$ cat config.mk
export PLATFORM = sky130hd
export DESIGN_NAME = vend_change_dispenser
export DESIGN_NICKNAME = d
export VERILOG_FILES = /design/src/rtl/vend_change_dispenser.sv
export SDC_FILE = /design/constraint.sdc
export NUM_CORES = 1
export LEC_CHECK = 0
export CAP_MARGIN = 5
export CORE_MARGIN = 2
export CORE_UTILIZATION = 40
export CTS_CLUSTER_DIAMETER = 60
export CTS_CLUSTER_SIZE = 10
export DETAILED_ROUTE_END_ITERATION = 7
export PLACE_DENSITY_LB_ADDON = 0.25
export SYNTH_ARGS = -nofsm -noshare
export SYNTH_HDL_FRONTEND = slang
export SYNTH_SLANG_ARGS = --single-unit
export TNS_END_PERCENT = 30
$ cat constraint.sdc
create_clock -name clk -period 2.5 [get_ports clk]
set_input_delay 0.375 -clock clk [delete_from_list [all_inputs] [get_ports clk]]
set_output_delay 0.375 -clock clk [all_outputs]
set_load 0.02 [all_outputs]
$ cat src/rtl/vend_change_dispenser.sv
//------------------------------------------------------------------------------
// vend_change_dispenser: pays change as timed Ha'penny/Farthing coin pulses
// and shows credit and remaining change on seven-segment displays.
// Revision: 1.0
//------------------------------------------------------------------------------
`default_nettype none

module vend_change_dispenser #(
  parameter int CREDIT_W  = 4,
  parameter int PRICE     = 3,
  parameter int PULSE_LEN = 4,
  parameter int GAP_LEN   = 2,
  parameter int NDIG      = 2
) (
  input  logic                clk,
  input  logic                rst_n,
  input  logic                start,
  input  logic [CREDIT_W-1:0] credit,
  output logic                busy,
  output logic                done,
  output logic                insufficient,
  output logic                halfp,
  output logic                far,
  output logic [7*NDIG-1:0]   hex_credit,
  output logic [7*NDIG-1:0]   hex_change
);

  localparam int c_MAXL  = (PULSE_LEN > GAP_LEN) ? PULSE_LEN : GAP_LEN;
  localparam int c_CNT_W = $clog2(c_MAXL + 1);

  localparam logic [CREDIT_W-1:0] c_PRICE    = CREDIT_W'(PRICE);
  localparam logic [CREDIT_W-1:0] c_ONE      = CREDIT_W'(1);
  localparam logic [CREDIT_W-1:0] c_TWO      = CREDIT_W'(2);
  localparam logic [c_CNT_W-1:0]  c_PULSE_LAST = c_CNT_W'(PULSE_LEN - 1);
  localparam logic [c_CNT_W-1:0]  c_GAP_LAST   = c_CNT_W'(GAP_LEN - 1);

  typedef enum logic [2:0] {
    S_IDLE     = 3'd0,
    S_HALF_ON  = 3'd1,
    S_HALF_GAP = 3'd2,
    S_FAR_ON   = 3'd3,
    S_FAR_GAP  = 3'd4,
    S_DONE     = 3'd5
  } state_t;

  state_t              r_state, w_state_nxt;
  logic [CREDIT_W-1:0] r_rem, w_rem_nxt;
  logic [CREDIT_W-1:0] r_credit_q, w_credit_nxt;
  logic [c_CNT_W-1:0]  r_cnt, w_cnt_nxt;
  logic                r_insuff, w_insuff_nxt;
  logic [CREDIT_W-1:0] w_diff;

  // Largest coin first: choose the next coin phase from the change still owed.
  function automatic state_t f_route(input logic [CREDIT_W-1:0] v);
    if (v >= c_TWO)      return S_HALF_ON;
    else if (v == c_ONE) return S_FAR_ON;
    else                 return S_DONE;
  endfunction

  function automatic logic [31:0] f_pow10(input int n);
    logic [31:0] p;
    p = 32'd1;
    for (int k = 0; k < n; k++) p = p * 32'd10;
    return p;
  endfunction

  function automatic logic [6:0] f_seg(input logic [3:0] d);
    case (d)
      4'd0:    return 7'b1000000;
      4'd1:    return 7'b1111001;
      4'd2:    return 7'b0100100;
      4'd3:    return 7'b0110000;
      4'd4:    return 7'b0011001;
      4'd5:    return 7'b0010010;
      4'd6:    return 7'b0000010;
      4'd7:    return 7'b1111000;
      4'd8:    return 7'b0000000;
      4'd9:    return 7'b0010000;
      default: return 7'b1111111;
    endcase
  endfunction

  assign w_diff = credit - c_PRICE;

  always_ff @(posedge clk or negedge rst_n) begin
    if (!rst_n) begin
      r_state    <= S_IDLE;
      r_rem      <= '0;
      r_credit_q <= '0;
      r_cnt      <= '0;
      r_insuff   <= 1'b0;
    end else begin
      r_state    <= w_state_nxt;
      r_rem      <= w_rem_nxt;
      r_credit_q <= w_credit_nxt;
      r_cnt      <= w_cnt_nxt;
      r_insuff   <= w_insuff_nxt;
    end
  end

  always_comb begin
    w_state_nxt  = r_state;
    w_rem_nxt    = r_rem;
    w_credit_nxt = r_credit_q;
    w_cnt_nxt    = r_cnt;
    w_insuff_nxt = 1'b0;
    case (r_state)
      S_IDLE: begin
        w_credit_nxt = credit;
        w_cnt_nxt    = '0;
        if (start) begin
          if (credit < c_PRICE) begin
            w_insuff_nxt = 1'b1;
          end else begin
            w_rem_nxt   = w_diff;
            w_state_nxt = f_route(w_diff);
          end
        end
      end
      S_HALF_ON: begin
        if (r_cnt == c_PULSE_LAST) begin
          w_cnt_nxt   = '0;
          w_rem_nxt   = r_rem - c_TWO;
          w_state_nxt = S_HALF_GAP;
        end else begin
          w_cnt_nxt = r_cnt + 1'b1;
        end
      end
      S_HALF_GAP: begin
        if (r_cnt == c_GAP_LAST) begin
          w_cnt_nxt   = '0;
          w_state_nxt = f_route(r_rem);
        end else begin
          w_cnt_nxt = r_cnt + 1'b1;
        end
      end
      S_FAR_ON: begin
        if (r_cnt == c_PULSE_LAST) begin
          w_cnt_nxt   = '0;
          w_rem_nxt   = r_rem - c_ONE;
          w_state_nxt = S_FAR_GAP;
        end else begin
          w_cnt_nxt = r_cnt + 1'b1;
        end
      end
      S_FAR_GAP: begin
        if (r_cnt == c_GAP_LAST) begin
          w_cnt_nxt   = '0;
          w_state_nxt = S_DONE;
        end else begin
          w_cnt_nxt = r_cnt + 1'b1;
        end
      end
      S_DONE: begin
        w_state_nxt = S_IDLE;
      end
      default: begin
        w_state_nxt = S_IDLE;
        w_cnt_nxt   = '0;
      end
    endcase
  end

  assign busy         = (r_state != S_IDLE);
  assign done         = (r_state == S_DONE);
  assign halfp        = (r_state == S_HALF_ON);
  assign far          = (r_state == S_FAR_ON);
  assign insufficient = r_insuff;

  // Divisors are elaboration-time constants, so each digit is a small fixed divider.
  for (genvar i = 0; i < NDIG; i++) begin : g_dig
    localparam logic [31:0] c_DIV = f_pow10(i);
    assign hex_credit[7*i +: 7] = f_seg(4'((32'(r_credit_q) / c_DIV) % 32'd10));
    assign hex_change[7*i +: 7] = f_seg(4'((32'(r_rem) / c_DIV) % 32'd10));
  end

endmodule

`default_nettype wire
==> impl_metrics.csv, run 1 <==
group,metric,value,unit
timing,finalCriticalPeriod,2.39,ns
place,io_buffers,33,
synthesis,synth_cell_types,52,
cells_and_area,fin_util,54.6,%
synthesis,synth-edff-count,0,
timing,clock_skew,0.00370,ns
synthesis,netlist_area,1710,um^2
critical_path,cp.required,2.12,ns
grt,grt_pass1_vias,1361,
timing,hold_slack,0.523,ns
routing,viasPerCell,5.04,
critical_path,reg2reg_depth,5,
synthesis,yosysTopAreaCellShare,21.9,%
cts,cts_sinks,15,
synthesis,syn-mean-instance-area,8.48,um^2
floorplanning,io_pins,40,
synthesis,ys_ff_latch,15,
timing,slew_headroom,54.0,%
routing,wl_per_cell,12.6,um
cts,ctsHoldBuffers,0,
synthesis,yosysWarnings,0,
cells_and_area,fillCellCount,403,
place,place_hpwl,2890,um
routing,drt_wl_total,3650,um
synthesis,ys_seq_area_share,21.9,%
critical_path,critPathLaunchType,"register",
timing,tightest_slew,0.688,ns
cts,clockBufferDepth,2,
grt,grt_pass1_wl,6280,um
synthesis,postSynth.asyncResetShare,100,%
routing,drt_iter0_drc,62,
timing,min_period_over_period,95.6,%
cts,cts_made_buffers,3,
cts,htree_levels,1,
floorplanning,coreArea,4060,um^2
routing,ant_nets,0,
timing,setup_violations,0,
cts,clk_pin_slew,0.06,ns
floorplanning,dieHeight,69.4,um
synthesis,syn_inst,202,
routing,drc,0,
min_path,hp-class,"reg -> reg",
timing,max_freq,0.418,GHz
routing,vias,1467,
synthesis,ys_top_cells_by_count,"ha_1, inv_1, dfrtp_1",
critical_path,end_kind,"primary output",
cells_and_area,regArea,377,um^2
synthesis,synth_top_flop_cell,"dfrtp_1",
cts,clock_latency,0.25,ns
grt,antenna_found_initial,0,
timing,slew_violations,0,
synthesis,synth.most_common_cell,"ha_1",
job,maxCapViolations,0,
cells_and_area,nets,272,
floorplanning,initial_core_util,42.2,%
critical_path,worstPathMaxFanout,6,
critical_path,crit_arrival,2.02,ns
floorplanning,die_w,69.4,um
place,gp_congestion,0.795,
timing,rsz0062_at_grt,"true",
cells_and_area,num_antenna_cells,0,
cells_and_area,drive_gt1_share,19.9,%
grt,grt_max_degree,16,
min_path,hold_path_depth,2,
cts,root_buffer,"clkbuf_8",
cts,cts_tree,"built",
grt,grt_overflow,0,
routing,firstDrtPassIters,4,
synthesis,synth_area_leaders,"dfrtp_1, ha_1, mux2i_1",
status,status,"finished, final reports clean",
floorplanning,die_area,4820,um^2
cells_and_area,multi_input_area,1200,um^2
grt,grt_usage,15.7,%
place,dp.cells,284,
floorplanning,num_rows,23,
cells_and_area,area_growth,29.3,%
timing,fin_ws,0.110,ns
timing,hold_viol,0,
place,dpl_worst_slack,-0.0362,ns
cells_and_area,layoutNonFillerInstCount,291,
synthesis,yosysTopAreaCell,"dfrtp_1",
critical_path,worst-setup-path-type,"reg -> out",
[final timing paths]
check	start	to	slack [ns]
max	r_rem[1]$_DFFE_PN0P_	hex_change[3]	0.11
min	r_cnt[1]$_DFFE_PN0N_	r_cnt[1]$_DFFE_PN0N_	0.52
max reg2reg	r_state[2]$_DFFE_PN0P_	r_rem[2]$_DFFE_PN0P_	0.61
min reg2reg	r_cnt[1]$_DFFE_PN0N_	r_cnt[1]$_DFFE_PN0N_	0.52
max in group asynchronous	rst_n	r_credit_q[3]$_DFFE_PN0P_	1.47
min in group asynchronous	rst_n	r_credit_q[0]$_DFFE_PN0P_	0.54
[layer usage]
layer | up-vias | share of wire, % | global-route usage (%)
met2 | 19 | 44 | 24.1
li1 | 764 | - | -
met3 | 0 | 2.9 | 3.34
met4 | 0 | 0 | 1.31
met1 | 684 | 53 | 23.3
met5 | - | 0 | 0
[critical path, stage by stage, from the launching register on]
cell and delay (ns):
dfrtp_1 0.39, buf_6 0.14, ha_4 0.16, nor2_1 0.13, o21ai_2 0.10, ha_1 0.30, mux2i_1 0.07, o21ai_1 0.13
dlygate4sd2_1 0.34
[kinds of logic (layout without fill, tap and decap cells)]
logic type	after synthesis	count (layout)	share of synthesized area (%)
XOR/XNOR	4	4	2.05
multiplexers	13	13	7.96
buffers and inverters	40	75	11.7
adder cells (fa/ha/maj)	23	23	16.8
AND/OR/NAND/NOR	53	53	18.8
flip-flops	15	15	21.9
AO/OA/AOI/OAI	52	52	20.4
other	2	6	0.438
[final cells by class]
class,instances,share of cell area [%]
Multi-Input combinational cell,151,54.4
Inverter,21,3.56
Clock buffer,4,2.03
Sequential cell,15,17.0
Tap cell,50,2.82
Timing Repair Buffer,50,20.2
[sequential cells by signal, indices dropped and copies added (netlist names)]
register	count
r_state	3
r_cnt	3
r_credit_q	4
r_rem	4
insufficient	1
[through the flow]
stage / area, um^2 / TNS [ns]
after global placement: 2100 / 0
after detailed placement: 2100 / -0.0592
after floorplan: 1730 / 0
after CTS: 2160 / -0.170
final: 2210 / 0
after global routing: 2210 / -0.0380
[timing repair]
| action | CTS | global route |
|---|---|---|
| endpoints found under the hold margin | 0 | 0 |
| resized for setup | 21 | 15 |
| pin swaps | 1 | 3 |
| setup endpoints to repair | 14 | 8 |
| setup buffers | 1 | 2 |
[layout by cell type (no fill, tap or decap), types with 4 or more instances in the layout]
master / Yosys / layout
ha_1: 23 / 21
clkdlybuf4s50_1: 0 / 19
buf_4: 12 / 17
inv_1: 18 / 15
dfrtp_1: 15 / 14
nand2_1: 13 / 13
a21oi_1: 12 / 11
mux2i_1: 11 / 11
nor2_1: 10 / 10
dlygate4sd2_1: 0 / 10
o21ai_1: 9 / 7
inv_2: 3 / 6
o21ai_0: 6 / 6
conb_1: 2 / 6
nor3_2: 3 / 4
o22ai_1: 4 / 4
nor4_1: 4 / 4
Power of run 1 is not shown: default switching activity piles up to over one toggle a cycle in this logic, so the estimate is an artifact.
==> run 2: changes to the inputs <==
--- a/config.mk
+++ b/config.mk
@@ -8,7 +8,7 @@
 export CAP_MARGIN = 5
 export CORE_MARGIN = 2
 export CORE_UTILIZATION = 40
-export CTS_CLUSTER_DIAMETER = 60
+export CTS_CLUSTER_DIAMETER = 120
 export CTS_CLUSTER_SIZE = 10
 export DETAILED_ROUTE_END_ITERATION = 7
 export PLACE_DENSITY_LB_ADDON = 0.25
==> results of run 2 <==
Same layout as run 1: the final DEF is identical, and so are final timing and power.
Power of run 2 is left out for the same reason.
==> run 3: changes to the inputs <==
--- a/config.mk
+++ b/config.mk
@@ -11,6 +11,7 @@
 export CTS_CLUSTER_DIAMETER = 120
 export CTS_CLUSTER_SIZE = 10
 export DETAILED_ROUTE_END_ITERATION = 7
+export GPL_TIMING_DRIVEN = 0
 export PLACE_DENSITY_LB_ADDON = 0.25
 export SYNTH_ARGS = -nofsm -noshare
 export SYNTH_HDL_FRONTEND = slang
==> run 3 against run 2 <==
Against the previous run:
- critical path depth is 1 lower
- cell count is 3.1% higher
- fmax is 4.3% lower
- global-route usage is 0.30 points higher
- non-clock buffer count is 9 higher
- first-iteration DRC count is 27% higher
- wire length is 1.0% lower
- cell area is 0.85% higher
- highest routed layer is now met4
==> impl_metrics.csv, run 3 (synthesized netlist as in run 1, its figures left out) <==
group,metric,value,unit
floorplanning,num_rows,23,
grt,grt_pass1_wl,6470,um
cells_and_area,drive_gt1_share,27.2,%
floorplanning,dieHeight,69.4,um
cells_and_area,final_cell_mix,"ha_1, buf_4, clkdlybuf4s50_1, inv_1, nand2_1",
floorplanning,coreArea,4060,um^2
cts,root_buffer,"clkbuf_8",
timing,max_freq,0.400,GHz
routing,routed-wl-met2,1690,um
routing,topRoutingLayerUsed,"met4",
routing,ant_nets,0,
critical_path,crit_arrival,2.12,ns
routing,wl_met3,120,um
status,status,"finished, final reports clean",
grt,grt_usage,16.0,%
timing,rsz0062_at_grt,"true",
critical_path,cp.required,2.12,ns
grt,grt_pass1_vias,1466,
timing,setup_violations,0,
critical_path,worstReg2RegEnd,"r_state[2]$_DFFE_PN0P_",
critical_path,worstReg2RegStart,"r_rem[0]$_DFFE_PN0P_",
routing,drt_wl_total,3620,um
cells_and_area,area_growth,30.4,%
routing,drc,0,
cts,clock_latency,0.25,ns
cts,htree_levels,1,
cts,cts_sinks,15,
cts,ctsHoldBuffers,0,
critical_path,end_kind,"primary output",
place,place_hpwl,2810,um
cts,clk_pin_slew,0.06,ns
timing,slew_violations,0,
timing,tightest_slew,0.664,ns
timing,hold_viol,0,
cells_and_area,regArea,382,um^2
timing,min_period_over_period,99.9,%
grt,grt_overflow,0,
job,maxCapViolations,0,
routing,wl_per_cell,12.1,um
routing,drt_iter0_drc,79,
critical_path,rrSetupSlack,0.67,ns
place,gp_congestion,0.825,
cells_and_area,num_antenna_cells,0,
timing,fin_setup_tns,0,ns
timing,finalCriticalPeriod,2.50,ns
floorplanning,die_area,4820,um^2
critical_path,worst-setup-path-type,"reg -> out",
routing,wirelength_met1,1790,um
timing,clock_skew,0.00418,ns
floorplanning,die_w,69.4,um
grt,antenna_found_initial,0,
routing,vias,1512,
grt,grt_max_degree,16,
cts,clockBufferDepth,2,
floorplanning,initial_core_util,42.2,%
timing,hold_slack,0.527,ns
timing,slew_headroom,55.6,%
cells_and_area,top_regs,"r_credit_q x4, r_rem x4",
cts,cts_made_buffers,3,
floorplanning,io_pins,40,
routing,viasPerCell,5.04,
place,dpl_worst_slack,-0.342,ns
timing,fin_ws,0.00163,ns
critical_path,worstPathMaxFanout,6,
cells_and_area,fillCellCount,372,
min_path,hp-class,"in -> async",
cells_and_area,multi_input_area,1190,um^2
place,io_buffers,33,
cells_and_area,nets,281,
cells_and_area,fin_util,55.0,%
critical_path,critPathLaunchType,"register",
critical_path,reg2reg_depth,6,
cts,cts_tree,"built",
routing,firstDrtPassIters,4,
run 3: layer usage:
| layer | track usage (%) | vias up |
|---|---|---|
| met1 | 21.8 | 697 |
| li1 | - | 787 |
| met4 | 1.96 | 0 |
| met5 | 0 | - |
| met3 | 3.20 | 4 |
| met2 | 26.8 | 24 |
run 3: area by class of cell:
type                            instances  share of cell area, %
Buffer                                 18                   5.32
Clock buffer                            3                   1.85
Clock inverter                          1                  0.224
Inverter                               21                   3.75
Multi-Input combinational cell        151                   53.4
Sequential cell                        15                   17.1
Tap cell                               50                   2.80
Timing Repair Buffer                   41                   15.5
run 3: worst max-delay path by stage:
stage	from	cells after the start	slack (ns)	to
after floorplan	r_rem[1]$_DFFE_PN0P_	5	0.24	hex_change[4]
after global placement	r_rem[0]$_DFFE_PN0P_	10	-0.32	hex_change[5]
after detailed placement	r_rem[0]$_DFFE_PN0P_	10	-0.34	hex_change[5]
after CTS	r_credit_q[1]$_DFFE_PN0P_	6	-0.07	hex_credit[0]
after global routing	r_rem[1]$_DFFE_PN0P_	7	-0.10	hex_change[6]
final	r_rem[1]$_DFFE_PN0P_	7	0.002	hex_change[6]
run 3: through the flow:
stage,cell area [um^2],cells
after floorplan,1730,206
after global placement,2120,289
after detailed placement,2120,289
after CTS,2240,300
after global routing,2230,300
final,2230,300
run 3: critical path, cell delays in order, from the launching register on:
cell	delay [ns]
dfrtp_2	0.44
inv_4	0.10
ha_2	0.30
a211oi_4	0.30
buf_4	0.17
mux2i_1	0.18
a22oi_1	0.08
clkdlybuf4s15_1	0.30
run 3: repair_timing:
action	CTS	global route
setup endpoints to repair	19	18
resized for setup	28	30
pin swaps	1	2
buffers inserted	8	0
Power of run 3 is left out for the same reason.
